**src/rtl/debounce_pkg.sv**
```systemverilog
// Shared types and elaboration-time helpers for the push-button debouncer.
// The FSM state type and the counter sizing function live here so that the
// top level and any future siblings agree on encoding and width.
package debounce_pkg;

    // Debouncer / auto-repeat controller states.
    typedef enum logic [2:0] {
        IDLE         = 3'd0,
        PRESS_WAIT   = 3'd1,
        HELD         = 3'd2,
        REPEAT       = 3'd3,
        RELEASE_WAIT = 3'd4
    } dbnc_state_e;

    // Largest of three positive integers.
    function automatic int max3(input int a, input int b, input int c);
        int m;
        m = (a > b) ? a : b;
        m = (c > m) ? c : m;
        return m;
    endfunction

    // Width of the shared cycle counter: it must hold every terminal value
    // (period - 1) of the three timers, and is never narrower than one bit.
    function automatic int cnt_width(input int debounce_cycles,
                                     input int repeat_delay,
                                     input int repeat_rate);
        int w;
        w = $clog2(max3(debounce_cycles, repeat_delay, repeat_rate));
        w = (w < 1) ? 1 : w;
        return w;
    endfunction

endpackage

```
**src/rtl/debounce_pulse_gen_sync.sv**
```systemverilog
// Multi-flop synchronizer for a single asynchronous level. All stages clear
// on the asynchronous active-low reset so a held input is re-sampled afresh
// after every reset.
module bit_synchronizer #(
    parameter int STAGES = 2
) (
    input  logic clk,
    input  logic rst_n,
    input  logic d,
    output logic q
);

    logic [STAGES-1:0] sync_r;

    // Shift the raw level through the synchronizer chain.
    always_ff @(posedge clk or negedge rst_n) begin
        if (!rst_n) begin
            sync_r <= {STAGES{1'b0}};
        end else begin
            sync_r <= {sync_r[STAGES-2:0], d};
        end
    end

    assign q = sync_r[STAGES-1];

endmodule

```
**src/rtl/debounce_pulse_gen.sv**
```systemverilog
// Push-button debouncer with press/release strobes and optional auto-repeat.
// The raw switch is synchronized, then a five-state FSM with one shared
// cycle counter qualifies presses and releases and times the auto-repeat.
// The FSM records each accepted event in a flop; a final output stage
// re-times those events together with the state-derived levels, so pulse,
// release_pulse, level and repeating all change on the same clock edge and
// every port is driven straight from a flop.
module debounce_pulse_gen
    import debounce_pkg::*;
#(
    parameter int DEBOUNCE_CYCLES = 1000,
    parameter int REPEAT_DELAY    = 50000,
    parameter int REPEAT_RATE     = 10000,
    parameter int REPEAT_EN       = 1,
    parameter int SYNC_STAGES     = 2
) (
    input  logic clk,
    input  logic rst_n,
    input  logic btn_in,
    output logic pulse,
    output logic release_pulse,
    output logic level,
    output logic repeating
);

    localparam int CNT_W = cnt_width(DEBOUNCE_CYCLES, REPEAT_DELAY, REPEAT_RATE);

    // Terminal counts of the three timers sharing the counter.
    localparam logic [CNT_W-1:0] DEB_LAST  = CNT_W'(DEBOUNCE_CYCLES - 1);
    localparam logic [CNT_W-1:0] RDLY_LAST = CNT_W'(REPEAT_DELAY - 1);
    localparam logic [CNT_W-1:0] RATE_LAST = CNT_W'(REPEAT_RATE - 1);
    localparam logic [CNT_W-1:0] CNT_ZERO  = CNT_W'(0);
    localparam logic [CNT_W-1:0] CNT_ONE   = CNT_W'(1);
    localparam logic             REP_ON    = (REPEAT_EN != 0);

    logic             btn_s;
    dbnc_state_e      state_r;
    dbnc_state_e      state_s;
    logic [CNT_W-1:0] cnt_r;
    logic [CNT_W-1:0] cnt_s;
    logic             pulse_evt_s;
    logic             pulse_evt_r;
    logic             rel_evt_s;
    logic             rel_evt_r;
    logic             level_s;
    logic             repeating_s;

    bit_synchronizer #(
        .STAGES (SYNC_STAGES)
    ) u_sync (
        .clk   (clk),
        .rst_n (rst_n),
        .d     (btn_in),
        .q     (btn_s)
    );

    // Next-state, counter and event decode. In every wait state a change of
    // btn_s is tested before the counter terminal so a bounce always wins.
    always_comb begin
        state_s     = state_r;
        cnt_s       = cnt_r;
        pulse_evt_s = 1'b0;
        rel_evt_s   = 1'b0;
        case (state_r)
            IDLE: begin
                if (btn_s) begin
                    state_s = PRESS_WAIT;
                    cnt_s   = CNT_ZERO;
                end else begin
                    state_s = IDLE;
                end
            end
            PRESS_WAIT: begin
                if (!btn_s) begin
                    // Bounce during press qualification: give up silently.
                    state_s = IDLE;
                    cnt_s   = CNT_ZERO;
                end else if (cnt_r == DEB_LAST) begin
                    state_s     = HELD;
                    cnt_s       = CNT_ZERO;
                    pulse_evt_s = 1'b1;
                end else begin
                    cnt_s = cnt_r + CNT_ONE;
                end
            end
            HELD: begin
                if (!btn_s) begin
                    state_s = RELEASE_WAIT;
                    cnt_s   = CNT_ZERO;
                end else if (REP_ON && (cnt_r == RDLY_LAST)) begin
                    state_s     = REPEAT;
                    cnt_s       = CNT_ZERO;
                    pulse_evt_s = 1'b1;
                end else if (cnt_r == RDLY_LAST) begin
                    // Auto-repeat disabled: park the counter at its terminal.
                    cnt_s = cnt_r;
                end else begin
                    cnt_s = cnt_r + CNT_ONE;
                end
            end
            REPEAT: begin
                if (!btn_s) begin
                    state_s = RELEASE_WAIT;
                    cnt_s   = CNT_ZERO;
                end else if (cnt_r == RATE_LAST) begin
                    cnt_s       = CNT_ZERO;
                    pulse_evt_s = 1'b1;
                end else begin
                    cnt_s = cnt_r + CNT_ONE;
                end
            end
            RELEASE_WAIT: begin
                if (btn_s) begin
                    // Release bounce: still pressed, repeat delay restarts.
                    state_s = HELD;
                    cnt_s   = CNT_ZERO;
                end else if (cnt_r == DEB_LAST) begin
                    state_s   = IDLE;
                    cnt_s     = CNT_ZERO;
                    rel_evt_s = 1'b1;
                end else begin
                    cnt_s = cnt_r + CNT_ONE;
                end
            end
            default: begin
                state_s = IDLE;
                cnt_s   = CNT_ZERO;
            end
        endcase
    end

    // FSM state, shared counter and event capture registers.
    always_ff @(posedge clk or negedge rst_n) begin
        if (!rst_n) begin
            state_r     <= IDLE;
            cnt_r       <= CNT_ZERO;
            pulse_evt_r <= 1'b0;
            rel_evt_r   <= 1'b0;
        end else begin
            state_r     <= state_s;
            cnt_r       <= cnt_s;
            pulse_evt_r <= pulse_evt_s;
            rel_evt_r   <= rel_evt_s;
        end
    end

    // Decode the debounced level and repeat flag from the current state.
    always_comb begin
        level_s     = 1'b0;
        repeating_s = 1'b0;
        case (state_r)
            HELD: begin
                level_s = 1'b1;
            end
            REPEAT: begin
                level_s     = 1'b1;
                repeating_s = 1'b1;
            end
            RELEASE_WAIT: begin
                level_s = 1'b1;
            end
            default: begin
                level_s     = 1'b0;
                repeating_s = 1'b0;
            end
        endcase
    end

    // Output stage: every port is a flop, updated together each cycle.
    always_ff @(posedge clk or negedge rst_n) begin
        if (!rst_n) begin
            pulse         <= 1'b0;
            release_pulse <= 1'b0;
            level         <= 1'b0;
            repeating     <= 1'b0;
        end else begin
            pulse         <= pulse_evt_r;
            release_pulse <= rel_evt_r;
            level         <= level_s;
            repeating     <= repeating_s;
        end
    end

endmodule

```
**config.mk**
```make
export PLATFORM = sky130hd
export DESIGN_NAME = debounce_pulse_gen
export DESIGN_NICKNAME = d
export VERILOG_FILES = /design/src/rtl/debounce_pkg.sv /design/src/rtl/debounce_pulse_gen_sync.sv /design/src/rtl/debounce_pulse_gen.sv
export SDC_FILE = /design/constraint.sdc
export NUM_CORES = 1
export LEC_CHECK = 0
export ABC_AREA = 1
export ABC_CLOCK_PERIOD_IN_PS = 3500
export CORE_MARGIN = 2
export CORE_UTILIZATION = 35
export CTS_BUF_LIST = sky130_fd_sc_hd__clkbuf_8 sky130_fd_sc_hd__clkbuf_16
export DETAILED_ROUTE_END_ITERATION = 16
export PLACE_DENSITY = 0.6
export SYNTH_ARGS = -nofsm -noshare
export SYNTH_HDL_FRONTEND = slang
export SYNTH_SLANG_ARGS = --single-unit
```
**constraint.sdc**
```tcl
create_clock -name clk -period 3.5 [get_ports clk]
set_clock_uncertainty 0.2 [all_clocks]
set_input_delay 0.525 -clock clk [delete_from_list [all_inputs] [get_ports clk]]
set_output_delay 0.525 -clock clk [all_outputs]
set_load 0.005 [all_outputs]
```
After elaboration in Yosys (flattened, before gate mapping)
Cells that the tools add are included.
Storage, ports and cells
  bits in registers: 27
  bits of input ports: 3
  logic and storage cells: 54
Operators by class
  add/subtract/negate cells: 1
  eq/ne operators: 12
  multiplexer cells: 29
  reductions and logical operators: 3
Operator list (count)
  $mux 16: 8
  $pmux 16 s5: 1
  $mux 3: 7
  $add 16x1->16 const B: 1
  $eq 16x10->1 const B: 1
  $eq 16x14->1 const B: 1
  $eq 16x16->1 const B: 1
  $pmux 3 s5: 1
  $mux 1: 11
  $eq 3x2->1 const B: 2
  $ne 3x3->1 const B: 2
  $reduce_and 4->1: 1
  $eq 3x1->1 const B: 1
  $eq 3x3->1 const B: 1
  $logic_not 3->1: 1
  $ne 3x2->1 const B: 1
  $pmux 1 s3: 1
  $reduce_or 3->1: 1
  $ne 2x1->1 const B: 1
  $ne 2x2->1 const B: 1

Logic depth before layout (Yosys ltp)
  word-level depth: 4
  mapped depth: 12

Cells and area by module
From an unflattened synthesis, not the netlist that was laid out.
Unflattened totals
  cells, all modules: 210
  area, all modules: 1552.7 sq um
By module, submodules not included
  debounce_pulse_gen: times used 1, cells each 208, area each 1502.7 sq um, sequential area each 625.6 sq um
  bit_synchronizer: times used 1, cells each 2, area each 50.0 sq um, sequential area each 50.0 sq um

Least setup slack after synthesis
No wires, ideal clock.
  path type: reg-to-reg
  start point: reg cnt_r[0]
  end point: reg cnt_r[8]
  library setup time: 0.121 ns
  arrival: 1.408 ns
  required time: 3.179 ns
  path slack: 1.771 ns
  cell stages (with the launch flop): 11
  buffers on the path: 0
  cells stage by stage: dfrtp_1 ha_1 nand3_1 nor2_1 nand2_1 nand2_1 nand2_2 nor2_4 nand2_4 clkinv_4 nor2_2
Between the ends
  cells in the longest elaborated chain, start to end: 4
  elaborated cells between the ends (all ways): 12
Ends and longest elaborated chain
  from (decl): line debounce_pulse_gen.sv:39  | logic [CNT_W-1:0] cnt_r;
  from (signal assigned): line debounce_pulse_gen.sv:141  | cnt_r <= cnt_s;
  $add 16x1->16 (tied with other cells)
  $mux 16, on equally long branches (2 in series)
  $pmux 16 s5 *: line debounce_pulse_gen.sv:64  | case (state_r)
Mark *: on every way between the ends. The rest lies on a longest branch, timed or not.
A chain may end at the register's enable or synchronous reset.

Final worst setup path
  start point: reg u_sync.sync_r[1]
  end point: reg cnt_r[12]
Between the ends
  cells in the longest elaborated chain, start to end: 2
  elaborated cells between the ends (all ways): 6
Ends and longest elaborated chain
  from (decl): line debounce_pulse_gen_sync.sv:13  | logic [STAGES-1:0] sync_r;
  from (signal assigned): line debounce_pulse_gen_sync.sv:18  | sync_r <= {STAGES{1'b0}};
  from (signal assigned): line debounce_pulse_gen_sync.sv:20  | sync_r <= {sync_r[STAGES-2:0], d};
  $mux 16, on equally long branches
  $pmux 16 s5: line debounce_pulse_gen.sv:64
Parallel ways exist; a longest one is shown, timed or not.

==> flow_summary.json <==
{
  "slew_headroom": 0.6472,
  "vias_per_cell": 4.941,
  "insertion_delay_ns": 0.27,
  "die-area_um2": 5235,
  "avgSynthCellArea_um2": 7.141,
  "gp_congestion": 0.8578,
  "startpoint_type": "flip-flop",
  "dp_hpwl_um": 2646,
  "clock_sinks": 27,
  "critPathRequiredTime_ns": 3.47,
  "nets": 244,
  "grt_max_degree": 28,
  "final_layout_size_suffix_gt1_frac": 0.1134,
  "die_h_um": 72.36,
  "ys_seq_area_frac": 0.4132,
  "synth_top_area_frac": 0.4132,
  "vias": 1433,
  "ctsHoldBuffers": 0,
  "grt_usage": 0.1472,
  "tightest_slew_ns": 0.5277,
  "yosysUniqueCellTypes": 26,
  "drt_pre_antenna_iters": 4,
  "antenna_found_initial": 0,
  "hold_ws_ns": 0.1552,
  "outcome": "completed",
  "arrival_ns": 2.04,
  "criticalPathCategory": "reg2reg",
  "critPathCaptureType": "flip-flop",
  "finalHoldViolations": 0,
  "synth-seq-cells": 27,
  "setup_tns_ns": 0,
  "drc": 0,
  "fp-row-count": 24,
  "area_growth_pct": 10.02,
  "period_minus_slack_ns": 2.075,
  "cts_resized": 0,
  "critPathMaxFanout": 11,
  "drv_cap": 0,
  "synth_area_leaders": "dfrtp_1 41%, nand2_1 14%, nor2_1 9.0%",
  "path_delay_family": "simple AND/OR/NAND/NOR gates",
  "grt_pass1_wl_um": 6044,
  "crit_buf_inv": 1,
  "antenna_cells": 0,
  "ir_worst_vdd_uv": 154.0,
  "critPathSlowestCell": "dfrtp_1",
  "drt_iter0_drc": 121,
  "grt_overflow": 0,
  "cts_made_buffers": 3,
  "min_path_type": "reg2reg",
  "path_cells": "inv_2 > nand3_1 > nand2_1 > nor2_2 > nand3_1 > xor2_1 > nor2_2",
  "io_buffers": 6,
  "cts_tree": "yes",
  "syn-cell-area_um2": 1635,
  "clock_path_buffers": 2,
  "yosys.area.top_type": "dfrtp_1",
  "ios": 7,
  "wl_per_cell_um": 11.95,
  "syn_inst": 229,
  "cts.clk_slew.worst_paths_ns": 0.09,
  "final_max_slew_viol_count": 0,
  "start_util": 0.3705,
  "power_density_nw_per_um2": 447.8,
  "final_util": 0.4076,
  "rsz0062_at_grt": "false",
  "core_area_um2": 4414,
  "cts_setup_buffers": 0,
  "ys_async_sr_fraction": 1.000,
  "slowest_delay_ns": 0.49,
  "htreeDepth": 1,
  "syn_nets": 234,
  "synth_flop_cell": "dfrtp_1",
  "route.antenna.remaining_nets": 0,
  "synth-edff-count": 0,
  "fp.dieW_um": 72.36,
  "grt_pass1_vias": 1307,
  "root_buffer": "clkbuf_8",
  "period_share": 0.5929,
  "power_leakage_nw": 0.8276,
  "setup_viol": 0,
  "yosysWarnings": 0,
  "max_freq_mhz": 481.9,
  "routed_wl_um": 3465
}
[worst paths after layout]
kind | from | to | slack [ns] | depth (start not counted)
max | u_sync.sync_r[1]$_DFF_PN0_ | cnt_r[12]$_DFFE_PN0P_ | 1.42 | 7
min | rel_evt_r$_DFF_PN0_ | release_pulse$_DFF_PN0_ | 0.16 | 0
max reg2reg | u_sync.sync_r[1]$_DFF_PN0_ | cnt_r[12]$_DFFE_PN0P_ | 1.42 | 7
min reg2reg | rel_evt_r$_DFF_PN0_ | release_pulse$_DFF_PN0_ | 0.16 | 0
max in group asynchronous | rst_n | cnt_r[11]$_DFFE_PN0P_ | 2.44 | 2
min in group asynchronous | rst_n | u_sync.sync_r[0]$_DFF_PN0_ | 0.41 | 2
[state kept, by name, summed over array words and instances (netlist names)]
| name | cells |
|---|---|
| release_pulse | 1 |
| u_sync.sync_r | 2 |
| state_r | 3 |
| pulse | 1 |
| level | 1 |
| pulse_evt_r | 1 |
| cnt_r | 16 |
| rel_evt_r | 1 |
| repeating | 1 |
[metrics by stage]
| step | power (mW) | area (um2) | std cells | setup slack [ns] |
|---|---|---|---|---|
| after global placement | 0.6355 | 1753 | 286 | 1.491 |
| after floorplan | 0.5656 | 1635 | 229 | 1.771 |
| after global routing | 0.8758 | 1799 | 290 | 1.295 |
| after CTS | 0.8173 | 1799 | 290 | 1.430 |
| final | 0.8056 | 1799 | 290 | 1.425 |
| after detailed placement | 0.6363 | 1753 | 286 | 1.454 |
[cell families after synthesis]
| group | Yosys count | share of synthesized area |
|---|---|---|
| adder cells (fa/ha/maj) | 2 | 0.01530 |
| XOR/XNOR | 9 | 0.04820 |
| buffers and inverters | 30 | 0.07727 |
| flip-flops | 27 | 0.4132 |
| AO/OA/AOI/OAI | 18 | 0.06351 |
| AND/OR/NAND/NOR | 143 | 0.3826 |
[cell usage after synthesis, types with 2 or more instances]
master    n
nor2_1   39
ha_1      2
dfrtp_1  27
o21ai_0  10
o22ai_1   3
buf_4     2
nor3_1    5
nand2_1  61
nor2_2   10
xor2_1    8
inv_1    25
nand3_1  18
nand2_2   6
[placed cells by master, fill, tap and decap left out]
cell,synthesis,layout
buf_4,2,1
o22ai_1,3,3
clkinv_2,1,2
inv_2,1,1
nor2_4,1,1
nand3_1,18,18
o31ai_1,1,1
dfrtp_1,27,27
nand2_4,1,1
a21boi_0,1,1
clkinv_4,1,1
o21ai_0,10,10
inv_1,25,25
a21oi_1,1,1
or2_2,1,1
nand2_1,61,61
xnor2_1,1,1
nor2_2,10,10
clkdlybuf4s50_1,0,6
nand4_1,1,1
a22oi_1,1,1
xor2_1,8,8
nor2_1,39,39
nand2_2,6,6
clkbuf_8,0,3
o21bai_1,1,1
ha_1,2,2
nor3_1,5,5
[power breakdown]
group / switching, mW / total [mW] / internal, mW
clock: 0.0955 / 0.175 / 0.0797
sequential: 0.0328 / 0.375 / 0.342
combinational: 0.180 / 0.256 / 0.0757
[layout make-up]
class,instances,area [um2]
repair buffers,7,67.56
flip-flops and latches,27,675.6
clock buffers,3,41.29
inverters,28,111.4
fillers,474,2615
well taps,52,65.06
multi-input cells,172,833.3
clock inverters,1,5.005
[worst register-to-register path, delay by kind of cell, from the launching register on]
kind / cells / cell delay (ns)
simple gates: 5 / 0.98
buf+inv: 1 / 0.14
xor+xnor: 1 / 0.16
flops: 1 / 0.49
[metal layers]
metal,part of all wire,up-vias,wire (um),global-route usage
met2,0.46,27,1580,0.2202
li1,-,735,-,-
met4,0.0098,0,34,0.05451
met1,0.50,669,1725,0.2180
met5,0,-,0,0
met3,0.036,2,125,0.01667
Note: power is estimated with default switching activity, not from simulation.
